==> config.mk <==
export PLATFORM = sky130hd
export DESIGN_NAME = riscv_multicycle_ctrl
export DESIGN_NICKNAME = d
export VERILOG_FILES = /design/src/rtl/riscv_multicycle_ctrl.sv
export SDC_FILE = /design/constraint.sdc
export NUM_CORES = 1
export LEC_CHECK = 0
export CORE_UTILIZATION = 43
export DETAILED_ROUTE_END_ITERATION = 8
export GPL_ROUTABILITY_DRIVEN = 0
export PLACE_DENSITY = 0.84
export SYNTH_ARGS = -nofsm -noshare
export SYNTH_HDL_FRONTEND = slang
export SYNTH_SLANG_ARGS = --single-unit
==> constraint.sdc <==
create_clock -name clk -period 1.6 [get_ports clk]
set_clock_uncertainty 0.1 [all_clocks]
set_input_delay 0.32 -clock clk [delete_from_list [all_inputs] [get_ports clk]]
set_output_delay 0.32 -clock clk [all_outputs]
set_load 0.03 [all_outputs]
==> src/rtl/riscv_multicycle_ctrl.sv <==
// Multicycle RV32I control unit: FSM sequencing fetch through writeback,
// with branch resolution, memory handshake stalls, illegal-op trap and instret.
module riscv_multicycle_ctrl #(
    parameter bit BRANCH_EXT    = 1'b1,
    parameter bit HAS_JALR      = 1'b1,
    parameter bit HAS_LUI       = 1'b1,
    parameter bit MEM_HANDSHAKE = 1'b1,
    parameter int CNT_W         = 32
) (
    input  logic             clk,
    input  logic             reset_n,
    input  logic [6:0]       op,
    input  logic [2:0]       funct3,
    input  logic             zero,
    input  logic             lt,
    input  logic             ltu,
    input  logic             mem_ready,
    output logic             PCWrite,
    output logic             AdrSrc,
    output logic             MemWrite,
    output logic             IRWrite,
    output logic [1:0]       ResultSrc,
    output logic [1:0]       ALUSrcA,
    output logic [1:0]       ALUSrcB,
    output logic [1:0]       ALUOp,
    output logic [2:0]       ImmSrc,
    output logic             RegWrite,
    output logic             illegal,
    output logic [CNT_W-1:0] instret
);

    localparam logic [6:0] OP_LW   = 7'b0000011;
    localparam logic [6:0] OP_SW   = 7'b0100011;
    localparam logic [6:0] OP_R    = 7'b0110011;
    localparam logic [6:0] OP_I    = 7'b0010011;
    localparam logic [6:0] OP_BR   = 7'b1100011;
    localparam logic [6:0] OP_JAL  = 7'b1101111;
    localparam logic [6:0] OP_JALR = 7'b1100111;
    localparam logic [6:0] OP_LUI  = 7'b0110111;

    typedef enum logic [3:0] {
        S_FETCH, S_DECODE, S_MEMADR, S_MEMREAD, S_MEMWB,
        S_MEMWRITE, S_EXECR, S_EXECI, S_ALUWB, S_BRANCH,
        S_JAL, S_JALR, S_JALRWB, S_LUI, S_TRAP
    } state_t;

    state_t           r_state;
    state_t           w_next;
    logic             r_illegal;
    logic [CNT_W-1:0] r_instret;
    logic             w_rdy;
    logic             w_br_ok;
    logic             w_taken;
    logic             w_branch;
    logic             w_pcupd;
    logic             w_retire;

    assign w_rdy = MEM_HANDSHAKE ? mem_ready : 1'b1;

    always_comb begin
        w_br_ok = 1'b0;
        w_taken = 1'b0;
        unique case (funct3)
            3'b000: begin w_br_ok = 1'b1;       w_taken = zero;  end
            3'b001: begin w_br_ok = BRANCH_EXT; w_taken = !zero; end
            3'b100: begin w_br_ok = BRANCH_EXT; w_taken = lt;    end
            3'b101: begin w_br_ok = BRANCH_EXT; w_taken = !lt;   end
            3'b110: begin w_br_ok = BRANCH_EXT; w_taken = ltu;   end
            3'b111: begin w_br_ok = BRANCH_EXT; w_taken = !ltu;  end
            default: ;
        endcase
    end

    always_comb begin
        w_next = r_state;
        unique case (r_state)
            S_FETCH:    if (w_rdy) w_next = S_DECODE;
            S_DECODE: begin
                unique case (op)
                    OP_LW, OP_SW: w_next = S_MEMADR;
                    OP_R:         w_next = S_EXECR;
                    OP_I:         w_next = S_EXECI;
                    OP_BR:        w_next = w_br_ok ? S_BRANCH : S_TRAP;
                    OP_JAL:       w_next = S_JAL;
                    OP_JALR:      w_next = HAS_JALR ? S_JALR : S_TRAP;
                    OP_LUI:       w_next = HAS_LUI ? S_LUI : S_TRAP;
                    default:      w_next = S_TRAP;
                endcase
            end
            S_MEMADR:   w_next = (op == OP_LW) ? S_MEMREAD : S_MEMWRITE;
            S_MEMREAD:  if (w_rdy) w_next = S_MEMWB;
            S_MEMWRITE: if (w_rdy) w_next = S_FETCH;
            S_EXECR, S_EXECI, S_JAL, S_LUI: w_next = S_ALUWB;
            S_JALR:     w_next = S_JALRWB;
            S_MEMWB, S_ALUWB, S_BRANCH, S_JALRWB: w_next = S_FETCH;
            S_TRAP:     w_next = S_TRAP;
            default:    w_next = S_TRAP;
        endcase
    end

    assign w_retire = (r_state == S_MEMWB) || (r_state == S_ALUWB) ||
                      (r_state == S_BRANCH) || (r_state == S_JALRWB) ||
                      ((r_state == S_MEMWRITE) && w_rdy);

    always_ff @(posedge clk or negedge reset_n) begin
        if (!reset_n) begin
            r_state   <= S_FETCH;
            r_illegal <= 1'b0;
            r_instret <= '0;
        end else begin
            r_state   <= w_next;
            r_illegal <= r_illegal | (w_next == S_TRAP);
            if (w_retire)
                r_instret <= r_instret + {{(CNT_W-1){1'b0}}, 1'b1};
        end
    end

    always_comb begin
        AdrSrc    = 1'b0;
        MemWrite  = 1'b0;
        IRWrite   = 1'b0;
        ResultSrc = 2'b00;
        ALUSrcA   = 2'b00;
        ALUSrcB   = 2'b00;
        ALUOp     = 2'b00;
        RegWrite  = 1'b0;
        w_branch  = 1'b0;
        w_pcupd   = 1'b0;
        unique case (r_state)
            S_FETCH: begin
                ALUSrcB   = 2'b10;
                ResultSrc = 2'b10;
                IRWrite   = w_rdy;
                w_pcupd   = w_rdy;
            end
            S_DECODE:   begin ALUSrcA = 2'b01; ALUSrcB = 2'b01; end
            S_MEMADR:   begin ALUSrcA = 2'b10; ALUSrcB = 2'b01; end
            S_MEMREAD:  AdrSrc = 1'b1;
            S_MEMWB:    begin ResultSrc = 2'b01; RegWrite = 1'b1; end
            S_MEMWRITE: begin AdrSrc = 1'b1; MemWrite = 1'b1; end
            S_EXECR:    begin ALUSrcA = 2'b10; ALUOp = 2'b10; end
            S_EXECI: begin
                ALUSrcA = 2'b10;
                ALUSrcB = 2'b01;
                ALUOp   = 2'b10;
            end
            S_ALUWB:    RegWrite = 1'b1;
            S_BRANCH: begin
                ALUSrcA  = 2'b10;
                ALUOp    = 2'b01;
                w_branch = 1'b1;
            end
            S_JAL:      begin ALUSrcA = 2'b01; ALUSrcB = 2'b10; w_pcupd = 1'b1; end
            S_JALR: begin
                ALUSrcA   = 2'b10;
                ALUSrcB   = 2'b01;
                ResultSrc = 2'b10;
                w_pcupd   = 1'b1;
            end
            S_JALRWB: begin
                ALUSrcA   = 2'b01;
                ALUSrcB   = 2'b10;
                ResultSrc = 2'b10;
                RegWrite  = 1'b1;
            end
            S_LUI:      begin ALUSrcA = 2'b11; ALUSrcB = 2'b01; end
            default: ;
        endcase
    end

    always_comb begin
        unique case (op)
            OP_SW:   ImmSrc = 3'b001;
            OP_BR:   ImmSrc = 3'b010;
            OP_JAL:  ImmSrc = 3'b011;
            OP_LUI:  ImmSrc = 3'b100;
            default: ImmSrc = 3'b000;
        endcase
    end

    assign PCWrite = w_pcupd | (w_branch & w_taken);
    assign illegal = r_illegal;
    assign instret = r_instret;

endmodule

==> flow_summary.yaml, run 1 <==
status:
  status: "finished with violations"
  violations: "setup timing"
global_route:
  grt_use_met3_pct: 5.94
  grt_max_degree: 38
  met2_usage_pct: 57.7
  grt_util_all_layers_pct: 34.3
  grt_pass1_wl_um: 13500
  grt_use_met1_pct: 40.3
  grt_pass1_vias: 2560
  grt_overflow_total: 0
  busiest_layer: "met2"
  antenna_found_initial: 0
yosys:
  ys_seq_area_share_pct: 42.5
  syn_inst: 232
  synth_warnings: 0
  avgSynthCellArea_um2: 9.40
  syn_nets: 249
  ys_ff_latch: 37
  synth_ff_type: "dfrtp_1"
  syn-cell-area_mm2: 0.00218
  ys_async_sr_fraction_pct: 100
  synthDistinctLibCells: 48
  synth-edff-count: 0
clock_network:
  cts_tree: "done"
  cts_buffers: 5
  insertion_delay_ps: 300
  clockBufferDepth: 2
  numClockSinks: 37
  path_clk_slew_ps: 80
  htree_levels: 2
  cts-root-buf: "clkbuf_8"
floorplan:
  io-pin-count: 65
  coreArea_mm2: 0.00479
  die_y_um: 73.2
  core.rowCount: 25
  die-area_mm2: 0.00536
  die_w_um: 73.2
  start_util_pct: 45.6
sta:
  relSlewSlack_pct: 67.7
  worst_pin_slew_ps: 482
  timing.fmax_mhz: 483
  maxSlewViolCount: 0
  finalHoldViolations: 0
  finalCriticalPeriod_ps: 2070
  whs_ps: 298
  setup_viol: 50
  setup_slack_ps: -468
  min_period_over_period_pct: 129
  fin_tns_setup_ps: -12830
  rsz0062_at_grt: "true"
layout:
  regArea_um2: 953
  drive_gt1_share_pct: 63.2
  final_common_cell: "buf_4"
  nFillCells: 194
  nNetsFinal: 396
  multi_input_area_mm2: 0.00172
  fin_util_pct: 88.9
  antennaDiodeCount: 0
  final_cell_mix: "buf_4, buf_6, dlygate4sd2_1"
  area_delta_synth_final_pct: 95.2
setup_path:
  cp.required_ps: 1180
  cp_data_arrival_time_ps: 1650
  critPathLaunchType: "flip-flop"
  path_class: "reg2out"
  crit_path_end_kind: "output pin"
  crit_path_max_fanout: 5
pwr:
  fin_total_pwr_mw: 6.34
  power_frac_clock_pct: 15.4
  p_leak_nw: 2.05
  p_int_mw: 3.62
  power_frac_seq_pct: 19.0
  comb_power_share_pct: 65.6
  power_density_mw_per_mm2: 1490
  switching_share_pct: 42.9
  irDropWorstVdd_uv: 1360
  netSwitchingPower_mw: 2.72
route:
  wl_per_cell_um: 22.3
  drt_first_pass_iters: 5
  viasPerCell: 6.03
  drtIter0Drc: 228
  vias: 2695
  routed_wl_um: 9980
  drtAntennaViolNets: 0
  drc: 0
job:
  maxCapViolations: 0
placement:
  port_buffers: 64
  dpl.hpwl_um: 4450
worst_hold_path:
  min_path_type: "in2async"
-- worst paths after layout --
kind,start,to,slack (ps),cells past startpoint
worst max-delay path,r_state[1],ALUSrcA[0],-470,5
worst min-delay path,reset_n,instret[14],300,2
worst max register to register,r_state[1],instret[26],-430,7
worst min register to register,instret[31],instret[31],390,1
max in group asynchronous,reset_n,instret[1],890,2
min in group clk,instret[31],instret[31],390,1
-- layout make-up --
class	count	share of cell area, %
Multi-Input combinational cell	181	40.4
Timing Repair Buffer	150	31.8
Sequential cell	37	22.4
Tap cell	67	1.97
Clock buffer	5	1.62
Clock inverter	3	1.53
Inverter	4	0.353
-- logic make-up after synthesis --
group | Yosys count | synth area share [%]
DFF | 37 | 42.5
buffers and inverters | 14 | 2.58
xor gates and xnor gates | 37 | 14.9
and+or+nand+nor | 106 | 27.4
AOI/OAI and AO/OA | 35 | 11.2
adders and majority gates | 1 | 0.574
muxes | 2 | 0.975
-- critical path, stage by stage, from the launching register on --
cell and delay [ps]:
dfrtp_1 410, buf_12 150, buf_8 110, nand3b_1 240, o22ai_4 270, buf_6 160
-- cells in the mapped netlist, drive strengths merged (4+ instances only) --
master  number  area, um2
nor2        15       56.3
nand3       14       70.1
nand2       22       82.6
buf          4       18.8
and2         4       25.0
nor2b        7       43.8
and3         7       43.8
a21oi        7       35.0
xnor2       24        210
inv          4       15.0
xor2        13        114
nand4       12       90.1
nor3        12       82.6
o21ai        8       40.0
clkbuf       6       22.5
dfrtp       37        926
-- timing repair --
item,in CTS,in global routing
hold buffers,0,0
endpoints found under the hold margin,0,0
buffers inserted,21,11
gates resized for setup,169,60
setup endpoints to repair,75,60
pin swaps,54,26
-- registers in the layout (all words and copies together), names as in the netlist --
name     count
r_state      4
instret     32
illegal      1
-- stage by stage --
stage	cell area, um2	setup slack [ps]	instances
6_report	4260	-468	447
5_1_grt	4260	-506	447
4_1_cts	4040	-309	441
3_5_place_dp	3460	-653	414
3_3_place_gp	3460	-583	414
2_1_floorplan	2380	-165	232
-- per-layer routing --
| metal | wire (um) | vias to the layer above | share of wire, % |
|---|---|---|---|
| li1 | - | 1117 | - |
| met1 | 3890 | 1333 | 39 |
| met2 | 4940 | 193 | 49 |
| met3 | 706 | 52 | 7.1 |
| met4 | 440 | 0 | 4.4 |
| met5 | 0 | - | 0 |
-- power by group through the flow --
| stage | registers, mW | logic, mW | clock network [mW] |
|---|---|---|---|
| CTS | 1.19 | 3.57 | 0.979 |
| global route | 1.22 | 4.30 | 1.03 |
| detailed placement | 1.20 | 2.86 | 0 |
| finish | 1.21 | 4.16 | 0.977 |
| global placement | 1.20 | 2.80 | 0 |
| floorplan | 1.40 | 1.57 | 0 |
No activity file was read; power rests on OpenSTA's default activity.
==> run 2: changes to the inputs <==
--- a/config.mk
+++ b/config.mk
@@ -5,10 +5,10 @@
 export SDC_FILE = /design/constraint.sdc
 export NUM_CORES = 1
 export LEC_CHECK = 0
-export CORE_UTILIZATION = 43
+export CORE_UTILIZATION = 30
 export DETAILED_ROUTE_END_ITERATION = 8
 export GPL_ROUTABILITY_DRIVEN = 0
-export PLACE_DENSITY = 0.84
+export PLACE_DENSITY = 0.64
 export SYNTH_ARGS = -nofsm -noshare
 export SYNTH_HDL_FRONTEND = slang
 export SYNTH_SLANG_ARGS = --single-unit
==> run 2 against run 1 <==
  * The run still ends with setup timing left
  * Die area up 42%
  * Worst setup slack better by 120 ps
  * Non-clock buffer count down 9
  * Maximum frequency up 6.4%
  * Count of clock-buffer cells in the layout up 1
  * Clock power down 12%
  * Critical path depth up 1
==> flow_summary.yaml, run 2 (synthesis results as in run 1) <==
pwr:
  p_leak_nw: 1.87
  irDropWorstVdd_uv: 533
  power_density_mw_per_mm2: 1440
setup_path:
  cp.required_ps: 1180
  critPathLaunchType: "flip-flop"
  path_class: "reg2out"
  cp_data_arrival_time_ps: 1520
  reg2reg_slack_ps: -210
  reg2regPathDepth: 6
  crit_path_end_kind: "output pin"
  crit_path_max_fanout: 5
placement:
  dpl.hpwl_um: 4340
  port_buffers: 64
  place_area_mm2: 0.00350
  pre_cts_ws_ps: -632
sta:
  finalHoldViolations: 0
  setup_slack_ps: -344
  rsz0062_at_grt: "true"
  maxSlewViolCount: 0
  timing.fmax_mhz: 514
  finalCriticalPeriod_ps: 1940
  fin_tns_setup_ps: -6090
  worst_pin_slew_ps: 447
  whs_ps: 361
  relSlewSlack_pct: 70.2
  min_period_over_period_pct: 121
  setup_viol: 40
floorplan:
  io-pin-count: 65
  die_w_um: 87.3
  core.rowCount: 30
  die-area_mm2: 0.00761
  start_util_pct: 31.6
  coreArea_mm2: 0.00691
  die_y_um: 87.3
clock_network:
  insertion_delay_ps: 290
  htree_levels: 2
  clockBufferDepth: 2
  numClockSinks: 37
  cts_tree: "done"
  cts_buffers: 5
  path_clk_slew_ps: 80
  cts-root-buf: "clkbuf_8"
global_route:
  grt_overflow_total: 0
  grt_max_degree: 21
  grt_pass1_vias: 2206
  grt_pass1_wl_um: 9670
  antenna_found_initial: 0
  grt_util_all_layers_pct: 16.2
route:
  routed_wl_um: 6380
  drtIter0Drc: 84
  drtAntennaViolNets: 0
  viasPerCell: 4.82
  drc: 0
  drt_first_pass_iters: 4
  wl_per_cell_um: 13.7
  vias: 2250
layout:
  area_delta_synth_final_pct: 82.0
  multi_input_area_mm2: 0.00150
  drive_gt1_share_pct: 53.6
  final_cell_mix: "buf_4, buf_6, dfrtp_2"
  final_common_cell: "buf_4"
  fin_util_pct: 57.5
  largest_reg_flops: 32
  nNetsFinal: 387
  final_area_mm2: 0.00397
  regArea_um2: 957
  nFillCells: 595
  antennaDiodeCount: 0
status:
  status: "finished with violations"
  violations: "setup timing"
worst_hold_path:
  min_path_type: "reg2reg"
  hold_depth: 1
job:
  maxCapViolations: 0
[run 2: changes by cell type in the layout (fill, tap and decap cells not counted), sizes merged]
cell | before | now
buf | 107 | 97
bufinv | 2 | 1
clkbuf | 13 | 14
clkdlybuf4s50 | 2 | 1
clkinv | 1 | 0
clkinvlp | 0 | 1
dlygate4sd2 | 23 | 24
dlygate4sd3 | 0 | 1
[run 2: power breakdown]
| group | total, mW | internal [mW] | switching [mW] | leakage, nW |
|---|---|---|---|---|
| sequential | 1.26 | 1.09 | 0.170 | 0.462 |
| clock | 0.860 | 0.507 | 0.353 | 0.0574 |
| combinational | 3.59 | 1.74 | 1.84 | 1.35 |
| total | 5.71 | 3.34 | 2.36 | 1.87 |
[run 2: routing by layer]
layer	vias up	routed length [um]	global-route usage, %
met5	-	0	0
met4	0	141	6.11
met3	15	230	2.37
met2	55	3340	29.3
met1	1087	2670	19.2
li1	1093	-	-
[run 2: critical path, stage by stage, from the launching register on]
cell and delay [ps]:
dfrtp_2 450, buf_12 150, nor2b_1 140, nor3_2 180
a21oi_2 70, nor2_4 110, buf_6 130
[run 2: area by class of cell]
type	count	area share [%]
clock buffer	6	2.08
clock inverter	2	0.945
inverter	4	0.378
multi-input combinational	181	37.8
sequential	37	24.1
tap	96	3.03
timing repair buffer	141	31.7
[run 2: through the flow]
stage | total power [mW] | cells
3_3_place_gp | 4.07 | 445
2_1_floorplan | 2.96 | 232
6_report | 5.71 | 467
5_1_grt | 5.99 | 467
3_5_place_dp | 4.10 | 445
4_1_cts | 5.36 | 463
[run 2: repair_timing]
| item | 4_1_cts | 5_1_grt |
|---|---|---|
| hold buffers | 1 | 0 |
| endpoints found under the hold margin | 17 | 0 |
| endpoints found under the setup margin | 73 | 60 |
| gates resized for setup | 127 | 43 |
| cloned | 0 | 1 |
| pin swaps | 18 | 12 |
| setup buffers | 9 | 3 |
[run 2: worst paths after layout]
kind                               endpoint         from
worst min register to register  instret[31]  instret[31]
min in group asynchronous       instret[15]      reset_n
max in group asynchronous        r_state[0]      reset_n
worst max register to register  instret[24]   r_state[3]
worst max-delay path             ALUSrcB[1]   r_state[1]
worst min-delay path            instret[31]  instret[31]
